## config.mk

```make
export PLATFORM = sky130hd
export DESIGN_NAME = pin_access_ctrl
export DESIGN_NICKNAME = d
export VERILOG_FILES = /design/src/rtl/pin_access_pkg.sv /design/src/rtl/pin_timer.sv /design/src/rtl/pin_access_ctrl.sv
export SDC_FILE = /design/constraint.sdc
export NUM_CORES = 1
export LEC_CHECK = 0
export CAP_MARGIN = 20
export CORE_AREA = 10 10 83 85
export DETAILED_ROUTE_END_ITERATION = 10
export DIE_AREA = 0 0 93 95
export PLACE_DENSITY = 0.5
export SLEW_MARGIN = 20
export SYNTH_ARGS = -nofsm -noshare
export SYNTH_HDL_FRONTEND = slang
export SYNTH_HIERARCHICAL = 1
export SYNTH_SLANG_ARGS = --single-unit
```

## constraint.sdc

```tcl
create_clock -name clk -period 3.02 [get_ports clk]
set_input_delay 0.906 -clock clk [delete_from_list [all_inputs] [get_ports clk]]
set_output_delay 0.906 -clock clk [all_outputs]
set_load 0.03 [all_outputs]
```

## src/rtl/pin_access_pkg.sv

```systemverilog
// pin_access_pkg: shared definitions for the PIN-entry access controller.
//   - state encoding (3-bit binary) and the FSM state type
//   - digit-count width, timer width, largest legal BCD digit
package pin_access_pkg;

    localparam logic [2:0] S_IDLE    = 3'd0;
    localparam logic [2:0] S_COLLECT = 3'd1;
    localparam logic [2:0] S_CHECK   = 3'd2;
    localparam logic [2:0] S_OPEN    = 3'd3;
    localparam logic [2:0] S_FAIL    = 3'd4;
    localparam logic [2:0] S_LOCKED  = 3'd5;

    typedef enum logic [2:0] {
        IDLE    = S_IDLE,
        COLLECT = S_COLLECT,
        CHECK   = S_CHECK,
        OPEN    = S_OPEN,
        FAIL    = S_FAIL,
        LOCKED  = S_LOCKED
    } state_t;

    localparam int         CNT_W   = 2;     // counts digits 0..3; the 4th completes the code
    localparam int         TMR_W   = 8;
    localparam logic [3:0] BCD_MAX = 4'd9;

    function automatic logic bcd_ok(input logic [3:0] d);
        return d <= BCD_MAX;
    endfunction

endpackage

```

## src/rtl/pin_timer.sv

```systemverilog
// pin_timer: loadable down-counter shared by the OPEN hold time and the
// optional lockout time.
//   clk, rst_n : clock, async active-low reset
//   load       : load load_val (has priority over en)
//   en         : count down by one, stopping at zero
//   load_val   : value to load
//   zero       : count is zero
module pin_timer
    import pin_access_pkg::*;
(
    input  logic             clk,
    input  logic             rst_n,
    input  logic             load,
    input  logic             en,
    input  logic [TMR_W-1:0] load_val,
    output logic             zero
);

    logic [TMR_W-1:0] count;

    always_ff @(posedge clk or negedge rst_n) begin
        if (!rst_n)
            count <= '0;
        else if (load)
            count <= load_val;
        else if (en && count != '0)
            count <= count - 1'b1;
    end

    assign zero = (count == '0);

endmodule

```

## src/rtl/pin_access_ctrl.sv

```systemverilog
// pin_access_ctrl: Moore PIN-entry controller. Collects four BCD digits,
// compares them with PIN, holds door_open for OPEN_CYCLES on a match and
// locks out after MAX_TRIES consecutive failures.
//   clk, rst_n  : clock, async active-low reset
//   digit_valid : digit strobe
//   digit       : BCD digit, values above 9 ignored
//   cancel      : abort entry (wins over digit_valid)
//   door_open   : high in OPEN
//   pin_error   : one-cycle pulse in FAIL
//   alarm       : high in LOCKED
//   tries       : failed attempts since last success/unlock
// Build option: LOCK_TIMER_EN -- LOCKED times out after LOCK_CYCLES;
// without it LOCKED is left only by reset.
module pin_access_ctrl
    import pin_access_pkg::*;
#(
    parameter logic [15:0] PIN         = 16'h1234,
    parameter int          MAX_TRIES   = 3,
    parameter int          OPEN_CYCLES = 4,
    parameter int          LOCK_CYCLES = 16
) (
    input  logic       clk,
    input  logic       rst_n,
    input  logic       digit_valid,
    input  logic [3:0] digit,
    input  logic       cancel,
    output logic       door_open,
    output logic       pin_error,
    output logic       alarm,
    output logic [1:0] tries
);

    localparam logic [1:0]       TRIES_MAX = 2'(MAX_TRIES);
    localparam logic [TMR_W-1:0] OPEN_LD   = TMR_W'(OPEN_CYCLES - 1);
    localparam logic [TMR_W-1:0] LOCK_LD   = TMR_W'(LOCK_CYCLES - 1);

    state_t           state;
    logic [CNT_W-1:0] cnt;
    logic [15:0]      code;
    logic             match;
    logic [1:0]       tries_inc;
    logic             lock_load, lock_run;
    logic             tmr_load, tmr_en, tmr_zero;
    logic [TMR_W-1:0] tmr_val;

    assign match     = (code == PIN);
    assign tries_inc = (tries == TRIES_MAX) ? tries : tries + 2'd1;

    // tries already holds the new count while in FAIL
`ifdef LOCK_TIMER_EN
    assign lock_load = (state == FAIL) && (tries == TRIES_MAX);
    assign lock_run  = (state == LOCKED);
`else
    assign lock_load = 1'b0;
    assign lock_run  = 1'b0;
`endif

    assign tmr_load = ((state == CHECK) && match) || lock_load;
    assign tmr_val  = lock_load ? LOCK_LD : OPEN_LD;
    assign tmr_en   = (state == OPEN) || lock_run;

    pin_timer u_timer (
        .clk      (clk),
        .rst_n    (rst_n),
        .load     (tmr_load),
        .en       (tmr_en),
        .load_val (tmr_val),
        .zero     (tmr_zero)
    );

    // Outputs are set on the transition into the state that owns them,
    // so they are registered and track the state register exactly.
    always_ff @(posedge clk or negedge rst_n) begin
        if (!rst_n) begin
            state     <= IDLE;
            cnt       <= '0;
            code      <= '0;
            tries     <= '0;
            door_open <= 1'b0;
            pin_error <= 1'b0;
            alarm     <= 1'b0;
        end else begin
            pin_error <= 1'b0;
            case (state)
                IDLE, COLLECT: begin
                    if (cancel) begin
                        state <= IDLE;
                        cnt   <= '0;
                        code  <= '0;
                    end else if (digit_valid && bcd_ok(digit)) begin
                        code <= {code[11:0], digit};
                        if (cnt == 2'd3) begin
                            state <= CHECK;
                            cnt   <= '0;
                        end else begin
                            state <= COLLECT;
                            cnt   <= cnt + 1'b1;
                        end
                    end
                end
                CHECK: begin
                    code <= '0;
                    if (match) begin
                        state     <= OPEN;
                        door_open <= 1'b1;
                    end else begin
                        state     <= FAIL;
                        pin_error <= 1'b1;
                        tries     <= tries_inc;
                    end
                end
                OPEN: begin
                    if (tmr_zero) begin
                        state     <= IDLE;
                        door_open <= 1'b0;
                        tries     <= '0;
                    end
                end
                FAIL: begin
                    if (tries == TRIES_MAX) begin
                        state <= LOCKED;
                        alarm <= 1'b1;
                    end else begin
                        state <= IDLE;
                    end
                end
                LOCKED: begin
`ifdef LOCK_TIMER_EN
                    if (tmr_zero) begin
                        state <= IDLE;
                        alarm <= 1'b0;
                        tries <= '0;
                    end
`endif
                end
                default: state <= IDLE;
            endcase
        end
    end

endmodule

```

[Word level (Yosys, flattened, before mapping)]
Cells that the tools add are included.
Storage, ports and cells
  input port bits: 8
  bits in latches: 0
  memories: 0
  memory bits (read-only): 0
  bits in registers: 34
  bits in writable memories: 0
  output and inout port bits: 5
  logic and storage cells: 67
Cells by class
  multiply operators: 0
  add/subtract/negate cells: 3
  div/mod/pow operators: 0
  shift operators: 0
  reduce and logical (&&, ||, !) cells: 17
  mux-type cells: 24
  equal/unequal tests: 13
  bitwise logic cells: 1
  $lt $le $gt $ge: 1
Operators by type and width (number)
  $mux W16: 2
  $pmux W16 S2: 1
  $eq A16 B13 Y1 const B: 1
  $mux W8: 2
  $mux W3: 5
  $pmux W3 S5: 1
  $mux W2: 7
  $logic_not A8 Y1: 1
  $ne A2 B2 Y1 const B: 4
  $reduce_bool A2 Y1: 4
  $reduce_bool A8 Y1: 1
  $sub A8 B1 Y8 const B: 1
  $eq A3 B2 Y1 const B: 2
  $eq A3 B3 Y1 const B: 2
  $reduce_and A2 Y1: 3
  $reduce_and A3 Y1: 2
  $add A2 B1 Y2 const B: 2
  $eq A2 B2 Y1 const B: 2
  $le A4 B4 Y1 const B: 1
  $mux W1: 4
  $pmux W2 S2: 1
  $reduce_and A4 Y1: 1
  $eq A3 B1 Y1 const B: 1
  $logic_and A1 B1 Y1: 3
  5 further kinds: 5

[Longest topological paths before layout]
  depth in word-level cells: 5
  mapped depth: 8
  gate-level depth less buffers: 8

[By module]
The synthesis kept the hierarchy.
Modules (own cells, without submodules)
  pin_access_ctrl: sequential area each 650.6 sq um, area each 1255.0 sq um, instances 1, cells an instance 106
  pin_timer: sequential area each 200.2 sq um, area each 528.0 sq um, instances 1, cells an instance 58

[Worst setup path after synthesis]
Ideal clock, no wire load.
  path type: reg2reg
  start point: reg code[10]
  end point: reg u_timer.count[7]
  setup time: 0.126 ns
  slack: 0.834 ns
  arrival time: 2.060 ns
  stages on the path, launching flop included: 7
  cells stage by stage: dfrtp_1 -> nor4b_1 -> nand4_1 -> nor3_1 -> clkinv_1 -> o311a_1 -> a221o_1
Between the ends
  word-level cells in the longest chain between the ends: 3
Ends and longest elaborated chain
  start, declared: RTL line pin_access_ctrl.sv:39  | logic [15:0] code;
  start signal, assigned: RTL line pin_access_ctrl.sv:91  | code <= {code[11:0], digit};
  $eq A16 B13 Y1 (*): RTL line pin_access_ctrl.sv:46  | assign match = (code == PIN);
  $logic_and A1 B1 Y1 (*): RTL line pin_access_ctrl.sv:58  | assign tmr_load = ((state == CHECK) && match) || lock_load;
  net tmr_load: RTL line pin_access_ctrl.sv:43  | logic tmr_load, tmr_en, tmr_zero;
  $mux W8 / $reduce_bool A2 Y1 (equally long branches)
  end signal, assigned: RTL line pin_timer.sv:25  | count <= load_val;
  end signal, assigned: RTL line pin_timer.sv:27  | count <= count - 1'b1;
  end, declared: RTL line pin_timer.sv:19  | logic [TMR_W-1:0] count;
Mark *: on every way through the listed nets, which the timed path passes. The rest lies on a longest branch.
A chain may end at the register's enable or synchronous reset.

[Worst setup path in the final report]
  start point: reg u_timer.count[0]
  end point: reg tries[1]
Between the ends
  word-level cells in the longest chain between the ends: 3
Ends and longest elaborated chain
  $logic_not A8 Y1: RTL line pin_timer.sv:30  | assign zero = (count == '0);
  net tmr_zero: RTL line pin_access_ctrl.sv:43
  $ne A2 B2 Y1 (no source line)
  $reduce_and A4 Y1 (no source line)
  end signal, assigned: RTL line pin_access_ctrl.sv:109  | tries <= tries_inc;
  end, declared: RTL line pin_access_ctrl.sv:30  | output logic [1:0] tries
The timed path passes the listed nets, and every way through them passes these cells.

==> out/qor.csv <==
stage,metric,value,unit
power,"Power, Total",1.46,mW
cells_and_area,final instance area,2100,sq um
worst_setup_path,slowest CP cell,or3b_2,
global_routing,GRT Total Usage,9.77,%
die,Cell Rows,27,
synthesis,main flop type after synthesis,dfrtp_1,
cells_and_area,Layout Cells excl Fill,261,
timing,Setup TNS Final,0,ns
drt,Met1 Wirelength,1750,microns
synthesis,Seq cells post-synth,34,
drt,met2 wire len,2000,microns
global_routing,initial antenna violation count,0,
run_status,status,"finished, final reports clean",
timing,Final Cycle Share,80.5,%
timing,Max Slew Vio Count,0,
die,core box area,5340,sq um
global_routing,GRT overflow,0,
global_routing,first-pass GRT wire length,6960,microns
drt,Pre-Repair DR Iteration Count,4,
clock_tree,CTS H-tree depth,2,
synthesis,Post-Syn Area,1780,sq um
drt,metal3 WL,212,microns
clock_tree,clock root buffer,clkbuf_8,
synthesis,most common cell in the synthesized netlist,dfrtp_1,
clock_tree,CTS Buf Count,5,
synthesis,Synth top area share,47.7,%
die,# IOs,13,
drt,number of DRC markers in iteration 0,97,
timing,Slew @ Worst Pin,0.752,ns
timing,Period minus WS final,2.43,ns
worst_setup_path,Crit Path Max Fanout,5,
cells_and_area,ratio of cells with drive above 1 in the final layout,20.6,%
run,total of max-cap violations,0,
worst_setup_path,ordered list of cells on the worst path,inv_1 > ha_1 > or3b_2 > nor2_1 > nand2_1 > a211oi_1 > mux2i_1 > o21ai_0,
global_routing,number of global-route vias before repair,1526,
die,die area,8840,sq um
cells_and_area,Fill cells,553,
clock_tree,Clock transition at path regs,0.07,ns
synthesis,Syn Area/Cell,10.9,sq um
worst_setup_path,crit path capture type,register,
timing,count of final hold-check violations,0,
synthesis,register area share after synthesis,47.7,%
die,initial core utilization,33.4,%
synthesis,Ys Warns,6,
clock_tree,post_cts resized,0,
die,DIE WIDTH,93,microns
placed_design,Placed Area,2010,sq um
synthesis,most instantiated cells after synthesis,"dfrtp_1, a22o_2, nor2_1, o21ai_0, inv_1",
timing,Max-slew headroom,49.4,%
global_routing,pin count of the biggest net entering global routing,35,
drt,Final ANT Viol Nets,0,
timing,Setup WS post-layout,0.589,ns
cells_and_area,area grow syn2layout,18.0,%
clock_tree,setup bufs post-CTS,0,
min_path,worst hold path type,reg -> reg,
placed_design,RePlAce Congestion,0.741,
synthesis,Post-synth EDFFs,0,
drt,Highest Signal Layer,met4,
worst_setup_path,startpoint types,register,
placed_design,dpl hpwl,2840,microns
synthesis,asr flop ratio synth,100,%
synthesis,Synth cell types,53,
timing,worst hold margin,0.485,ns
power,pwr dens,692,nW/um^2
clock_tree,Sink Count,34,
synthesis,main area contributors after synthesis,"dfrtp_1, a22o_2, ha_1",
clock_tree,CTS Buffer Depth,2,
placed_design,Placed Cells,253,
synthesis,gate count of the mapped netlist,164,
clock_tree,cts hold-fix bufs,0,
timing,Setup Viol. Count Final,0,
placed_design,Port-buffer cells,12,
cells_and_area,Final #Nets,200,
worst_setup_path,crit path kind,reg -> reg,
timing,Fmax,411,MHz
power,Leakage,0.904,nW
drt,Final Routed Wirelength,4030,microns
power,Peak supply drop,0.327,mV
worst_setup_path,CP required,3.22,ns
drt,residual DRC count,0,
clock_tree,CTS tree,built,
synthesis,post-synth top area cell,dfrtp_1,
timing,Post-Route Skew,0.00576,ns
clock_tree,worst-skew pair later-pin latency,0.29,ns
drt,DR WL/cell,15.5,microns
drt,Via density,5.45,
die,die height,95,microns
cells_and_area,Antenna Cells,0,
placed_design,pre-CTS setup slack,0.421,ns
timing,RSZ-0062 raised after global routing,no,
drt,via count,1423,
cells_and_area,post-layout util,39.4,%
worst_setup_path,arrival time at the worst endpoint,2.63,ns
worst_setup_path,Worst path max stage delay,0.50,ns
cell usage in the layout (no fill, tap or decap), types with 2 or more instances in the layout:
cell / instances
a211o_1: 2
a211oi_1: 3
a21oi_1: 5
a221o_1: 2
a22o_2: 16
a31o_2: 2
a31oi_1: 2
buf_4: 6
clkbuf_8: 6
clkdlybuf4s50_1: 12
conb_1: 8
dfrtp_1: 34
ha_1: 4
inv_1: 7
mux2_2: 2
mux2i_1: 2
nand2_1: 6
nand2b_1: 2
nand3_1: 2
nand4_1: 3
nor2_1: 9
nor2b_1: 2
nor3_1: 6
nor3b_1: 4
nor4_1: 2
nor4b_1: 2
o21ai_0: 9
or4_1: 3
worst max-delay path: cells and delay by family, from the launching register on:
| kind | cells | cell delay (ns) |
|---|---|---|
| multiplexers | 1 | 0.12 |
| buffers and inverters | 1 | 0.12 |
| AND/OR/NAND/NOR | 3 | 1.02 |
| AO/OA/AOI/OAI | 2 | 0.47 |
| flip-flops | 1 | 0.41 |
| adder cells (fa/ha/maj) | 1 | 0.21 |
logic make-up after synthesis:
| logic type | share of synthesized area (%) |
|---|---|
| other | 0.421 |
| adder cells (fa/ha/maj) | 2.81 |
| AO/OA/AOI/OAI | 25.7 |
| multiplexers | 2.39 |
| flip-flops | 47.7 |
| AND/OR/NAND/NOR | 16.4 |
| buffers and inverters | 4.56 |
power breakdown:
part | internal, mW | total [mW] | switching (mW)
clock | 0.183 | 0.350 | 0.167
sequential | 0.550 | 0.668 | 0.118
combinational | 0.205 | 0.440 | 0.234
state kept, by name, summed over array words and instances, names as in the netlist:
name / count
code: 16
pin_error: 1
cnt: 2
alarm: 1
state: 3
door_open: 1
u_timer/count: 8
tries: 2
final timing paths:
check                                             start                           end  slack, ns  depth (start not counted)
min                                   alarm$_DFFE_PN0P_             alarm$_DFFE_PN0P_       0.49                          1
min reg2reg                           alarm$_DFFE_PN0P_             alarm$_DFFE_PN0P_       0.49                          1
max reg2reg                u_timer/count[0]$_DFFE_PN0P_          tries[1]$_DFFE_PN0P_       0.59                          8
max                        u_timer/count[0]$_DFFE_PN0P_          tries[1]$_DFFE_PN0P_       0.59                          8
min in group asynchronous                         rst_n          code[14]$_DFFE_PN0P_       1.02                          2
max in group asynchronous                         rst_n  u_timer/count[0]$_DFFE_PN0P_       1.68                          2
layout make-up:
| class | instances | area (sq um) | area share (%) |
|---|---|---|---|
| clock buffer | 6 | 82.6 | 3.92 |
| clock inverter | 2 | 12.5 | 0.595 |
| inverter | 8 | 30.0 | 1.43 |
| multi-input combinational | 121 | 873 | 41.5 |
| sequential | 34 | 851 | 40.4 |
| tap | 72 | 90.1 | 4.28 |
| timing repair buffer | 18 | 165 | 7.85 |
metal layers:
metal	GRT usage (%)	up-vias
met1	10.9	714
met5	0	-
li1	-	670
met2	16.1	31
met3	3.49	8
met4	5.14	0
Power figures use the tool's default switching activity.
